$ cat src/rtl/ball_pair_collision_scanner.sv
// ball_pair_collision_scanner: per-frame pairwise ball overlap scan, publishes the first non-suppressed pair.
// Optional macro COLLISION_COUNT_EN adds a saturating col_count output of published hits.
module ball_pair_collision_scanner #(
  parameter int NUM_BALLS       = 6,
  parameter int DIAMETER_SQ     = 1024,
  parameter int COOLDOWN_FRAMES = 4
) (
  input  logic                           clk,
  input  logic                           resetN,
  input  logic                           startOfFrame,
  input  logic signed [NUM_BALLS:0][10:0] topLeftX_VEC_in,
  input  logic signed [NUM_BALLS:0][10:0] topLeftY_VEC_in,
  output logic [NUM_BALLS:0]             balls_collide,
  output logic [1:0][3:0]                Balls_col_ID,
  output logic                           col_valid
`ifdef COLLISION_COUNT_EN
  ,
  output logic [15:0]                    col_count
`endif
);
  localparam int NB = NUM_BALLS + 1;
  localparam int IW = $clog2(NB);
  localparam int CW = $clog2(COOLDOWN_FRAMES + 1);
  typedef enum logic [1:0] {IDLE, SCAN, PUBLISH} state_t;
  state_t state, state_nx;
  logic [NUM_BALLS:0][10:0] sx, sy;
  logic [3:0] ci, cj, pi, pj, fi, fj, li, lj;
  logic sd, pv, found, hit;
  logic [22:0] psum;
  logic [CW-1:0] cool;
  logic signed [10:0] dx, dy;
  logic signed [21:0] qx, qy;
  always_comb begin
    dx = $signed(sx[ci[IW-1:0]]) - $signed(sx[cj[IW-1:0]]);
    dy = $signed(sy[ci[IW-1:0]]) - $signed(sy[cj[IW-1:0]]);
    qx = dx * dx;
    qy = dy * dy;
    hit = pv && (psum < 23'(DIAMETER_SQ)) && !(cool != '0 && pi == li && pj == lj);
  end
  always_comb begin
    state_nx = state;
    if (startOfFrame) state_nx = SCAN;
    else if (state == SCAN && sd) state_nx = PUBLISH;
    else if (state == PUBLISH) state_nx = IDLE;
  end
  always_ff @(posedge clk or negedge resetN)
    if (!resetN) state <= IDLE;
    else state <= state_nx;
  // Two-stage scan: squares are registered, the compare/first-hit latch runs one clock later.
  always_ff @(posedge clk or negedge resetN) begin
    if (!resetN) begin
      sx <= '0;
      sy <= '0;
      ci <= '0;
      cj <= '0;
      pi <= '0;
      pj <= '0;
      fi <= '0;
      fj <= '0;
      li <= '0;
      lj <= '0;
      sd <= 1'b0;
      pv <= 1'b0;
      found <= 1'b0;
      psum <= '0;
      cool <= '0;
      balls_collide <= '0;
      Balls_col_ID <= '0;
      col_valid <= 1'b0;
`ifdef COLLISION_COUNT_EN
      col_count <= '0;
`endif
    end else if (startOfFrame) begin
      sx <= topLeftX_VEC_in;
      sy <= topLeftY_VEC_in;
      ci <= 4'd0;
      cj <= 4'd1;
      sd <= 1'b0;
      pv <= 1'b0;
      found <= 1'b0;
    end else if (state == SCAN) begin
      pv <= !sd;
      if (!sd) begin
        pi <= ci;
        pj <= cj;
        psum <= {1'b0, qx} + {1'b0, qy};
        sd <= (ci == 4'(NUM_BALLS - 1));
        ci <= (cj == 4'(NUM_BALLS)) ? ci + 4'd1 : ci;
        cj <= (cj == 4'(NUM_BALLS)) ? ci + 4'd2 : cj + 4'd1;
      end
      if (hit && !found) begin
        found <= 1'b1;
        fi <= pi;
        fj <= pj;
      end
    end else if (state == PUBLISH) begin
      balls_collide <= found ? (NB'(1) << fi) | (NB'(1) << fj) : '0;
      Balls_col_ID <= found ? {fj, fi} : '0;
      col_valid <= found;
      li <= found ? fi : li;
      lj <= found ? fj : lj;
      cool <= found ? CW'(COOLDOWN_FRAMES) : (cool != '0 ? cool - 1'b1 : cool);
`ifdef COLLISION_COUNT_EN
      col_count <= (found && col_count != 16'hFFFF) ? col_count + 16'd1 : col_count;
`endif
    end
  end
endmodule

$ cat config.mk
export PLATFORM = sky130hd
export DESIGN_NAME = ball_pair_collision_scanner
export DESIGN_NICKNAME = d
export VERILOG_FILES = /design/src/rtl/ball_pair_collision_scanner.sv
export SDC_FILE = /design/constraint.sdc
export NUM_CORES = 1
export LEC_CHECK = 0
export ABC_AREA = 0
export BUFFER_PORTS_ARGS = -buffer_cell sky130_fd_sc_hd__buf_2
export CORE_UTILIZATION = 67
export DETAILED_ROUTE_END_ITERATION = 10
export HOLD_SLACK_MARGIN = 0.1
export PLACE_DENSITY = 0.94
export SYNTH_ARGS = -nofsm -noshare
export SYNTH_HDL_FRONTEND = slang
export SYNTH_SLANG_ARGS = --single-unit
export TNS_END_PERCENT = 30
$ cat constraint.sdc
create_clock -name clk -period 29.5 [get_ports clk]
set_input_delay 2.95 -clock clk [delete_from_list [all_inputs] [get_ports clk]]
set_output_delay 2.95 -clock clk [all_outputs]
set_load 0.01 [all_outputs]
==> results.ini, run 1 <==
[clock_tree]
postCtsSetupBuffers = 0
cts_resized = 0
ctsHoldBuffers = 0
clock-root-buffer = clkbuf_16
htreeDepth = 1
cts_sinks = 223
insertion_delay_ns = 0.54
cts_tree = yes
numCtsBuffers = 23
clk_pin_slew_ns = 0.06
clock_path_buffers = 3

[drt]
via_count = 16520
drt.antenna.violating_nets = 0
wl_per_cell_um = 21.7
drtIter0Drc = 2069
firstDrtPassIters = 6
routed_wl_um = 55400
drc = 0
via_per_inst = 6.48

[sta]
whs_ns = 0.466
max-slew-margin-rel = 0.215
rsz0062_at_grt = false
hold_viol = 0
drv_slew = 0
tns_ns = 0
tightest_slew_ns = 1.18
layout_min_cycle_time_ns = 10.98
setup_viol = 0
period_share = 0.372
fin_skew_ns = 0.0114
worst_slack_ns = 18.52
fmax_ghz = 0.0911

[yosys]
synth.cells.most_frequent = 313 x inv_1, 223 x dfrtp_1, 208 x fa_1
synth_ff_type = dfrtp_1
ys_warn_count = 0
synth.most_common_cell = inv_1
ys_seq_area_frac = 0.271
syn_area_mm2 = 0.0206
yosys-top-cells-area = dfrtp_1 27%, fa_1 20%, mux2_2 8.9%
syn_inst = 1997
syn_area_per_cell_um2 = 10.3
yosys_register_bits = 223
synth_top_area_frac = 0.271
synth-edff-count = 0
synth_cell_types = 68
synthArstFlopShare = 1.00
synth_nets = 2502
netlist.top_cell.by_area = dfrtp_1

[worst_setup_path]
crit_family = adder cells
r2r_slack_ns = 18.52
end_kind = flip-flop
start_kind = flip-flop
cp.required_ns = 29.92
slowest_stage = dfrtp_2
slowest_delay_ns = 0.75
worst-path-max-fanout = 33
critPathArrivalTime_ns = 11.39
critical_path_class = flip-flop to flip-flop
critPathBufInv = 7

[placed_design]
pre_cts_ws_ns = 18.80
place_congestion = 0.971
hpwl_um = 38600
portBuffers = 172

[floorplan]
start_util = 0.688
design.die.area_mm2 = 0.0315
die_w_um = 177
coreArea_mm2 = 0.0300
die_h_um = 177
num_rows = 63
ioPinCount = 173

[grt]
track_usage = 0.372
grtUsageMet2 = 0.617
grt_max_degree = 94
antenna_found_initial = 3
grt_pass1_wl_um = 91300
first_global_vias = 17952
grt_overflow = 0
gr-usage-met1 = 0.453
gr-max-usage-layer = met2
use_met3 = 0.0872

[hold_path]
hold_class = flip-flop to flip-flop

[run]
maxCapViolCount = 0

[final_layout]
final_nets = 2647
layout-drive-gt1-share = 0.213
syn2layout_area_growth_pct = 9.40

[run_status]
outcome = finished, final reports clean

==> layout make-up <==
cell class / count / area (um2)
Timing Repair Buffer: 187 / 990
Tap cell: 390 / 488
Sequential cell: 223 / 5590
Fill cell: 1721 / 7410
Clock buffer: 32 / 649
Clock inverter: 8 / 80.1
Inverter: 322 / 1210
Antenna cell: 2 / 5.00
Multi-Input combinational cell: 1385 / 13500
==> layout by cell type, fill, tap and decap left out, types with 8 or more instances in the layout <==
cell       count
nand3_1       12
a31oi_1        8
nor2b_1       15
mux2_2       163
buf_2        170
ha_1         140
xnor2_1       64
fa_1         208
a22oi_1        8
o21ai_0       70
nand2b_1      13
buf_4         15
o21bai_1       8
xor2_1        25
dfrtp_1      219
a21o_1        19
nor3_1        20
mux4_2        44
a21oi_1       77
nand2_2        8
inv_1        313
clkbuf_16     23
mux2i_1       44
o211ai_1      24
nor2_1       156
nand2_1      170
==> kinds of logic (layout without fill, tap and decap cells) <==
| family | count (synthesis) | after routing | synth area share |
|---|---|---|---|
| muxes | 251 | 251 | 0.159 |
| buffers and inverters | 389 | 549 | 0.0724 |
| AOI/OAI and AO/OA | 270 | 270 | 0.0836 |
| and+or+nand+nor | 425 | 425 | 0.0882 |
| xor gates and xnor gates | 91 | 91 | 0.0394 |
| other | 0 | 2 | 0 |
| adders and majority gates | 348 | 348 | 0.287 |
| DFF | 223 | 223 | 0.271 |
==> tightest hold or removal path, cell delays in order, from the launching register on <==
cell and delay [ns]:
dfrtp_1 0.33, nand2_1 0.05, nand2_1 0.05
==> path summary, 6_finish.rpt <==
| path | startpoint | endpoint | cells past startpoint |
|---|---|---|---|
| worst max-delay path | cj[0]$_DFFE_PN0P_ | psum[21]$_DFFE_PN0P_ | 37 |
| worst max register to register | cj[0]$_DFFE_PN0P_ | psum[21]$_DFFE_PN0P_ | 37 |
| min in group asynchronous | resetN | sx[17]$_DFFE_PN0P_ | 1 |
| worst min register to register | Balls_col_ID[3]$_DFFE_PN0P_ | Balls_col_ID[3]$_DFFE_PN0P_ | 2 |
| max in group asynchronous | resetN | sx[54]$_DFFE_PN0P_ | 3 |
| worst min-delay path | Balls_col_ID[3]$_DFFE_PN0P_ | Balls_col_ID[3]$_DFFE_PN0P_ | 2 |
==> through the flow <==
| step | cells | utilization | area (um2) |
|---|---|---|---|
| global route | 2547 | 0.752 | 22500 |
| detailed placement | 2507 | 0.728 | 21800 |
| floorplan | 1997 | - | 20600 |
| finish | 2549 | 0.753 | 22500 |
| global placement | 2507 | 0.728 | 21800 |
| CTS | 2547 | 0.752 | 22500 |
==> metal layers <==
layer  up-vias  wire [um]  part of all wire
met2      1146      27000              0.49
met5         -         40           0.00072
met1      8139      19400              0.35
li1       6891          -                 -
met4         6       3220             0.058
met3       338       5720              0.10
==> sequential cells by signal, summed over array words and instances, names as in the netlist, 4 cells and up <==
name,cells
Balls_col_ID,8
balls_collide,7
ci,4
cj,4
fi,4
fj,4
li,4
lj,4
pi,4
pj,4
psum,13
sx,77
sy,77
Power of run 1 is left out: the tool's default activity adds up to more than one toggle a clock period on the data nets, which glitch-free logic cannot reach.
==> run 2: changes to the inputs <==
--- a/config.mk
+++ b/config.mk
@@ -7,10 +7,10 @@
 export LEC_CHECK = 0
 export ABC_AREA = 0
 export BUFFER_PORTS_ARGS = -buffer_cell sky130_fd_sc_hd__buf_2
-export CORE_UTILIZATION = 67
+export CORE_UTILIZATION = 56
 export DETAILED_ROUTE_END_ITERATION = 10
 export HOLD_SLACK_MARGIN = 0.1
-export PLACE_DENSITY = 0.94
+export PLACE_DENSITY = 0.84
 export SYNTH_ARGS = -nofsm -noshare
 export SYNTH_HDL_FRONTEND = slang
 export SYNTH_SLANG_ARGS = --single-unit
==> constraint.sdc (replaced) <==
create_clock -name clk -period 9.5 [get_ports clk]
set_input_delay 0.95 -clock clk [delete_from_list [all_inputs] [get_ports clk]]
set_output_delay 0.95 -clock clk [all_outputs]
set_load 0.01 [all_outputs]
==> results.ini, run 2 (synthesis gave the netlist of run 1 again) <==
[floorplan]
ioPinCount = 173  ; unchanged
start_util = 0.574  ; was 0.688
num_rows = 69  ; was 63
design.die.area_mm2 = 0.0376  ; was 0.0315 mm2
coreArea_mm2 = 0.0359  ; was 0.0300 mm2
die_w_um = 194  ; was 177 um
die_h_um = 194  ; was 177 um

[worst_setup_path]
slowest_delay_ns = 0.55  ; was 0.75 ns
worst-path-max-fanout = 11  ; was 33
end_kind = flip-flop  ; unchanged
cp.required_ns = 9.93  ; was 29.92 ns
slowest_stage = fa_1  ; was dfrtp_2
critical_path_class = flip-flop to flip-flop  ; unchanged
start_kind = flip-flop  ; unchanged
critPathArrivalTime_ns = 9.59  ; was 11.39 ns
r2r_slack_ns = 0.34  ; was 18.52 ns
r2r_end = psum[22]$_DFFE_PN0P_  ; was psum[21]$_DFFE_PN0P_
reg2reg_depth = 38  ; was 37
rr_startpoint = ci[0]$_DFFE_PN0P_  ; was cj[0]$_DFFE_PN0P_

[clock_tree]
clock_path_buffers = 3  ; unchanged
htreeDepth = 1  ; unchanged
insertion_delay_ns = 0.55  ; was 0.54 ns
ctsHoldBuffers = 0  ; unchanged
cts_sinks = 223  ; unchanged
cts_tree = yes  ; unchanged
numCtsBuffers = 23  ; unchanged
clock-root-buffer = clkbuf_16  ; unchanged
clk_pin_slew_ns = 0.06  ; about the same

[final_layout]
nFillCells = 2642  ; was 1721
fin_util = 0.644  ; was 0.753
multi_input_area_mm2 = 0.0136  ; was 0.0135 mm2
diodes = 0  ; was 2
syn2layout_area_growth_pct = 12.3  ; was 9.40%
final_common_cell = inv_1  ; unchanged
fin_cells = 2661  ; was 2549
layout-drive-gt1-share = 0.240  ; was 0.213
final_cell_mix = 311 x inv_1, 219 x dfrtp_1, 208 x fa_1  ; was 313 x inv_1, 219 x dfrtp_1, 208 x fa_1
final_nets = 2693  ; was 2647
final_cell_area_mm2 = 0.0231  ; was 0.0225 mm2
top_regs = sx (77), sy (77), psum (13)  ; unchanged
regArea_mm2 = 0.00559  ; about the same

[sta]
setup_viol = 0  ; unchanged
layout_min_cycle_time_ns = 9.16  ; was 10.98 ns
period_share = 0.964  ; was 0.372
whs_ns = 0.341  ; was 0.466 ns
fin_skew_ns = 0.0311  ; was 0.0114 ns
drv_slew = 0  ; unchanged
tightest_slew_ns = 1.17  ; was 1.18 ns
max-slew-margin-rel = 0.221  ; was 0.215
fmax_ghz = 0.109  ; was 0.0911 GHz
hold_viol = 0  ; unchanged

[hold_path]
hold_class = input pin to asynchronous set/reset pin  ; was flip-flop to flip-flop

[drt]
drt.antenna.violating_nets = 0  ; unchanged
drtIter0Drc = 1188  ; was 2069
drc = 0  ; unchanged
routed_wl_um = 51100  ; was 55400 um
via_per_inst = 5.89  ; was 6.48
wl_per_cell_um = 19.2  ; was 21.7 um
via_count = 15667  ; was 16520
firstDrtPassIters = 8  ; was 6

[grt]
grt_max_degree = 95  ; was 94
antenna_found_initial = 1  ; was 3
track_usage = 0.269  ; was 0.372
grt_pass1_wl_um = 82700  ; was 91300 um
first_global_vias = 16810  ; was 17952
grt_overflow = 0  ; unchanged

[run]
maxCapViolCount = 0  ; unchanged

[run_status]
outcome = finished, final reports clean  ; unchanged

[placed_design]
portBuffers = 172  ; unchanged
place_congestion = 0.946  ; was 0.971
hpwl_um = 38900  ; was 38600 um
dp_cells = 2607  ; was 2507
dpl_cell_area_mm2 = 0.0222  ; was 0.0218 mm2

[run 2: changes by cell type in the layout (fill, tap and decap cells not counted), moves of 3 or more]
cell,change
o21ai_1,+10
buf_12,+3
o21ai_0,-12
buf_4,+36
a21oi_1,-3
[run 2: cell type report]
type                            instances  area share
Multi-Input combinational cell       1385       0.590
Inverter                              322      0.0523
Clock inverter                          8     0.00265
Timing Repair Buffer                  233      0.0617
Sequential cell                       223       0.242
Tap cell                              461      0.0249
Clock buffer                           29      0.0272
[run 2: through the flow]
stage / TNS, ns / worst slack (ns)
2_1_floorplan: 0 / 0.0102
3_3_place_gp: 0 / 0.276
3_5_place_dp: 0 / 0.106
4_1_cts: 0 / 0.0741
5_1_grt: -0.254 / -0.121
6_report: 0 / 0.340
[run 2: worst max-delay path, delay by kind of cell (launching register included)]
kind            cells  cell delay [ns]
compound gates     13             2.33
xor+xnor            2             0.41
fa+ha+maj           9             3.64
buf+inv             8             0.61
flops               1             0.44
mux                 1             0.52
simple gates        5             1.12
[run 2: worst max path at each step]
stage / cells after the start / slack (ns) / to / from
floorplan: 39 / 0.01 / psum[22]$_DFFE_PN0P_ / ci[0]$_DFFE_PN0P_
global placement: 34 / 0.28 / psum[22]$_DFFE_PN0P_ / ci[0]$_DFFE_PN0P_
detailed placement: 40 / 0.11 / psum[22]$_DFFE_PN0P_ / ci[0]$_DFFE_PN0P_
CTS: 37 / 0.07 / psum[22]$_DFFE_PN0P_ / cj[0]$_DFFE_PN0P_
global route: 39 / -0.12 / psum[22]$_DFFE_PN0P_ / cj[0]$_DFFE_PN0P_
finish: 38 / 0.34 / psum[22]$_DFFE_PN0P_ / ci[0]$_DFFE_PN0P_
[run 2: per-layer routing]
| metal | GRT usage | wire [um] |
|---|---|---|
| met5 | 0 | 0 |
| met2 | 0.468 | 25300 |
| met1 | 0.349 | 20400 |
| met3 | 0.0372 | 3760 |
| met4 | 0.0852 | 1660 |
[run 2: repair_timing]
action / CTS / global route
resized for setup: 0 / 44
setup buffers: 0 / 15
endpoints found under the setup margin: 0 / 8
Power of run 2 is left out for the same reason.
